$ cat config.mk
export PLATFORM = sky130hd
export DESIGN_NAME = mul_seq_ctrl
export DESIGN_NICKNAME = d
export VERILOG_FILES = /design/src/rtl/mul_seq_ctrl.sv
export SDC_FILE = /design/constraint.sdc
export NUM_CORES = 1
export LEC_CHECK = 0
export CAP_MARGIN = 40
export CORE_ASPECT_RATIO = 2
export CORE_MARGIN = 4
export CORE_UTILIZATION = 35
export DETAILED_ROUTE_END_ITERATION = 8
export GPL_ROUTABILITY_DRIVEN = 0
export PLACE_DENSITY = 0.49
export SKIP_LAST_GASP = 1
export SLEW_MARGIN = 25
export SYNTH_ARGS = -nofsm -noshare
export SYNTH_HDL_FRONTEND = slang
export SYNTH_SLANG_ARGS = --single-unit
$ cat constraint.sdc
create_clock -name clk -period 9.4 [get_ports clk]
set_input_delay 1.88 -clock clk [delete_from_list [all_inputs] [get_ports clk]]
set_output_delay 1.88 -clock clk [all_outputs]
set_load 0.03 [all_outputs]
$ cat src/rtl/mul_seq_ctrl.sv
// Sequencer for an iterative radix-2 shift-add multiplier (RV32M MUL/MULH/MULHSU/MULHU).
// Stalls the pipeline via mul_finish for the whole operation and presents the product in DONE.
`timescale 1ns/1ps
module mul_seq_ctrl #(
  parameter int unsigned XLEN  = 32,
  parameter int unsigned CNT_W = 6
) (
  input  logic            clk,
  input  logic            rst,
  input  logic            mul_req,
  input  logic [2:0]      funct3,
  input  logic [XLEN-1:0] rs1_data,
  input  logic [XLEN-1:0] rs2_data,
  input  logic            flush,
  output logic            mul_finish,
  output logic            mul_valid,
  output logic [XLEN-1:0] mul_result,
  output logic            busy
);

  localparam int unsigned PW = 2 * XLEN;

  typedef enum logic [1:0] {S_IDLE, S_CALC, S_DONE} state_t;

  state_t            r_state;
  logic [CNT_W-1:0]  r_cnt;
  logic [XLEN-1:0]   r_acc;
  logic [XLEN-1:0]   r_mcand;
  logic [XLEN-1:0]   r_mplier;
  logic              r_neg;
  logic              r_sel_hi;
  logic              r_valid;
  logic [XLEN-1:0]   r_result;

  logic              w_start;
  logic              w_sign1;
  logic              w_sign2;
  logic [XLEN-1:0]   w_mag1;
  logic [XLEN-1:0]   w_mag2;
  logic [XLEN:0]     w_sum;
  logic [PW-1:0]     w_shift;
  logic [PW-1:0]     w_prod;
  logic              w_last;

  assign w_start = (r_state == S_IDLE) & mul_req & ~funct3[2] & ~flush;

  // MULH treats both operands as signed, MULHSU only rs1
  assign w_sign1 = ((funct3[1:0] == 2'd1) | (funct3[1:0] == 2'd2)) & rs1_data[XLEN-1];
  assign w_sign2 = (funct3[1:0] == 2'd1) & rs2_data[XLEN-1];
  assign w_mag1  = w_sign1 ? XLEN'(-rs1_data) : rs1_data;
  assign w_mag2  = w_sign2 ? XLEN'(-rs2_data) : rs2_data;

  // Upper half gets one extra bit so the add carry survives the right shift
  assign w_sum   = {1'b0, r_acc} + (r_mplier[0] ? {1'b0, r_mcand} : (XLEN+1)'(0));
  assign w_shift = {w_sum, r_mplier[XLEN-1:1]};
  assign w_prod  = r_neg ? PW'(-w_shift) : w_shift;
  assign w_last  = (r_cnt == CNT_W'(XLEN-1));

  assign mul_finish = ~(w_start | (r_state == S_CALC));
  assign mul_valid  = r_valid;
  assign mul_result = r_result;
  assign busy       = (r_state != S_IDLE);

  always_ff @(posedge clk) begin
    if (rst) begin
      r_state  <= S_IDLE;
      r_cnt    <= '0;
      r_acc    <= '0;
      r_mcand  <= '0;
      r_mplier <= '0;
      r_neg    <= 1'b0;
      r_sel_hi <= 1'b0;
      r_valid  <= 1'b0;
      r_result <= '0;
    end else begin
      case (r_state)
        S_IDLE: begin
          r_valid  <= 1'b0;
          r_result <= '0;
          if (w_start) begin
            r_mcand  <= w_mag1;
            r_mplier <= w_mag2;
            r_neg    <= w_sign1 ^ w_sign2;
            r_sel_hi <= (funct3 != 3'd0);
            r_acc    <= '0;
            r_cnt    <= '0;
            r_state  <= S_CALC;
          end
        end
        S_CALC: begin
          if (flush) begin
            r_acc    <= '0;
            r_mplier <= '0;
            r_cnt    <= '0;
            r_state  <= S_IDLE;
          end else begin
            r_acc    <= w_shift[PW-1:XLEN];
            r_mplier <= w_shift[XLEN-1:0];
            r_cnt    <= r_cnt + CNT_W'(1);
            if (w_last) begin
              r_state  <= S_DONE;
              r_valid  <= 1'b1;
              r_result <= r_sel_hi ? w_prod[PW-1:XLEN] : w_prod[XLEN-1:0];
            end
          end
        end
        S_DONE: begin
          r_state  <= S_IDLE;
          r_valid  <= 1'b0;
          r_result <= '0;
          if (flush) begin
            r_acc    <= '0;
            r_mplier <= '0;
          end
        end
        default: begin
          r_state  <= S_IDLE;
          r_valid  <= 1'b0;
          r_result <= '0;
        end
      endcase
    end
  end

endmodule

==> results.cfg <==
[clocking]
h-tree-depth = 4
cts_setup_buffers = 0
worst_skew_pair.late_latency_ps = 450
clk_pin_slew_ps = 60
clock-root-buffer = clkbuf_16
clockBufferDepth = 2
clock_sinks = 139
cts_buffers = 17
ctsResizeCount = 0
cts_tree = yes
cts_hold_buf = 0

[setup_path]
path_common_cell = clkdlybuf4s50_1
path_max_fanout = 68
cp_slowest_cell = clkdlybuf4s50_1
cp_num_buf_inv = 3
worstSetupPathType = in -> out
endpoint_kind = output port
worstPathCellList = clkdlybuf4s50_1, nor4b_2, buf_4, nor2_1, clkdlybuf4s50_1
crit_family = buffers and inverters
crit_arrival_ps = 3940
slowest_delay_ps = 620
worstPathRequired_ps = 7520
critPathLaunchType = primary input

[timing]
min_period_ps = 5816
period_share = 0.6187
finalSetupViolations = 0
fmax_mhz = 171.9
finalHoldViolCount = 0
grt_setup_unrepaired = no
worst_pin_slew_ps = 826.1
relSlewSlack = 0.4453
finalMaxSlewViolations = 0
finalWorstSetupSlack_ps = 3584
finalClockSkew_ps = 13.49
fin_setup_tns_ps = 0

[cells_and_area]
final_layout_size_suffix_gt1_frac = 0.05503
antenna_cells = 0
syn2layout_area_growth_pct = 18.59
nNetsFinal = 1590

[power_and_ir_drop]
max-vdd-ir-drop_mv = 0.1323
leakage_nw = 4.549
powerDensity_nw_per_um2 = 134.7
total_power_mw = 1.683

[global_routing]
antenna_found_initial = 0
grt_pass1_vias = 10530
grt_start_max_net_pins = 81
gr-usage-all-layers = 0.2321
grt_first_pass_wirelength_um = 58660
grt_overflow = 0

[outcome]
status = finished, final reports clean

[placed_design]
dp_hpwl_um = 30150
io_buffer_count = 105
dpl_worst_slack_ps = 3555

[job]
maxCapViolations = 0

[yosys]
synth_fp_nets = 1538
synth_warnings = 0
avgSynthCellArea_um2 = 7.395
yosysSeqAreaShare = 0.2641
yosysUniqueCellTypes = 84
synth_ff_type = dfxtp_1
syn_inst = 1425
synthesis.area_um2 = 10540
synth-edff-count = 0
ys_async_sr_fraction = 0
ys_ff_latch = 139

[die]
initial_core_util = 0.3557
fp.dieW_um = 130.7
core_um2 = 29620
rows = 89
io_pins = 106
dieHeight_um = 253.4
dieArea_um2 = 33120

[routing]
viasPerCell = 5.735
postRouteAntennaNets = 0
wl_per_cell_um = 20.63
first_pass_iters = 5
vias = 10630
drt_iter0_drc = 586
wirelength_um = 38240
drc_errors = 0

[worst_hold_path]
hold_class = reg -> reg
==> area by class of cell <==
type                    count  area [um2]
flip-flops and latches    139        2785
repair buffers            124        1191
clock buffers              20       446.7
multi-input cells        1172        7346
clock inverters            12       186.4
fillers                  3148       17120
well taps                 364       455.4
inverters                  23       86.33
==> Yosys cell counts (all sizes together) (5+ instances only) <==
cell | number | area [um2]
nor2 | 181 | 681.9
dfxtp | 139 | 2783
a21oi | 132 | 664.4
nand2 | 125 | 469.2
o21ai | 110 | 550.5
clkbuf | 89 | 337.8
xnor2 | 62 | 543.0
xor2 | 54 | 473.0
a211oi | 47 | 357.8
and2 | 44 | 275.3
ha | 41 | 513.0
o31ai | 32 | 245.2
nor3 | 30 | 155.1
nand3 | 29 | 145.1
a22oi | 28 | 210.2
or3 | 25 | 166.4
inv | 22 | 82.58
nor4 | 17 | 133.9
a21o | 15 | 112.6
a31oi | 15 | 93.84
nand2b | 12 | 75.07
nand4 | 12 | 75.07
a311oi | 11 | 96.34
o211ai | 11 | 82.58
o41ai | 11 | 96.34
or4 | 10 | 78.82
a221oi | 8 | 76.32
o21bai | 8 | 60.06
or2 | 7 | 43.80
nor2b | 6 | 37.54
nor3b | 6 | 45.04
nor4b | 5 | 50.04
==> layer usage <==
layer / GRT usage / part of all wire
met1: 0.2170 / 0.34
met4: 0.1495 / 0.074
met5: 0 / 0
met3: 0.02892 / 0.019
met2: 0.4527 / 0.56
==> worst reg2reg max path: cells and delay by family, from the launching register on <==
kind            cells  cell delay, ps
fa+ha+maj           1             330
simple gates        4            1560
flops               1             390
buf+inv             1             220
compound gates      6            1670
xor+xnor            1             230
==> registers in the layout, summed over array words and instances, names as in the netlist <==
name        flops
mul_valid       1
r_state         2
r_mcand        32
r_neg           1
r_cnt           6
r_sel_hi        1
r_mplier       32
mul_result     32
r_acc          32
==> cells in the final DEF, fill, tap and decap left out, drive strengths merged, types with 12 or more instances in the layout <==
cell type	netlist	final
o31ai	32	32
buf	2	18
a22oi	28	28
nor4	17	17
nand2	125	125
xnor2	62	62
o21ai	110	110
nand4	12	12
and2	44	44
inv	22	25
ha	41	41
or3	25	25
xor2	54	54
nor3	30	30
nand2b	12	12
clkbuf	89	21
dfxtp	139	139
a211oi	47	47
a21oi	132	132
a31oi	15	15
nand3	29	29
a21o	15	15
nor2	181	181
clkdlybuf4s50	0	104
==> logic make-up (layout without fill, tap and decap cells) <==
group                      Yosys count  in the layout  share of synthesized area
DFF                                139            139                     0.2641
adders and majority gates           42             42                    0.05058
buffers and inverters              114            179                    0.04108
and+or+nand+nor                    535            535                     0.2524
muxes                                6              6                   0.005937
xor gates and xnor gates           116            116                    0.09641
AOI/OAI and AO/OA                  473            473                     0.2895
==> report_power, final <==
group | switching, mW | internal, mW | total, mW
sequential | 0.0264 | 0.610 | 0.636
combinational | 0.181 | 0.123 | 0.304
clock | 0.289 | 0.455 | 0.743
total | 0.496 | 1.19 | 1.68
==> worst paths after layout <==
check / start / to / slack (ps) / depth (start not counted)
min: mul_result[6]$_SDFFE_PP0P_ / mul_result[6]$_SDFFE_PP0P_ / 450 / 2
min reg2reg: mul_result[6]$_SDFFE_PP0P_ / mul_result[6]$_SDFFE_PP0P_ / 450 / 2
max: flush / mul_finish / 3580 / 5
max reg2reg: r_mplier[0]$_SDFFE_PP0P_ / mul_result[31]$_SDFFE_PP0P_ / 4890 / 13
==> through the flow <==
step	utilization	area [um2]	hold slack [ps]	cells
global placement	0.3990	11820	441.4	1816
global route	0.4219	12500	472.9	1854
floorplan	-	10540	431.7	1425
CTS	0.4213	12480	454.5	1852
finish	0.4219	12500	453.2	1854
detailed placement	0.4000	11850	445.6	1820
Note: power is estimated with default switching activity, not from simulation.
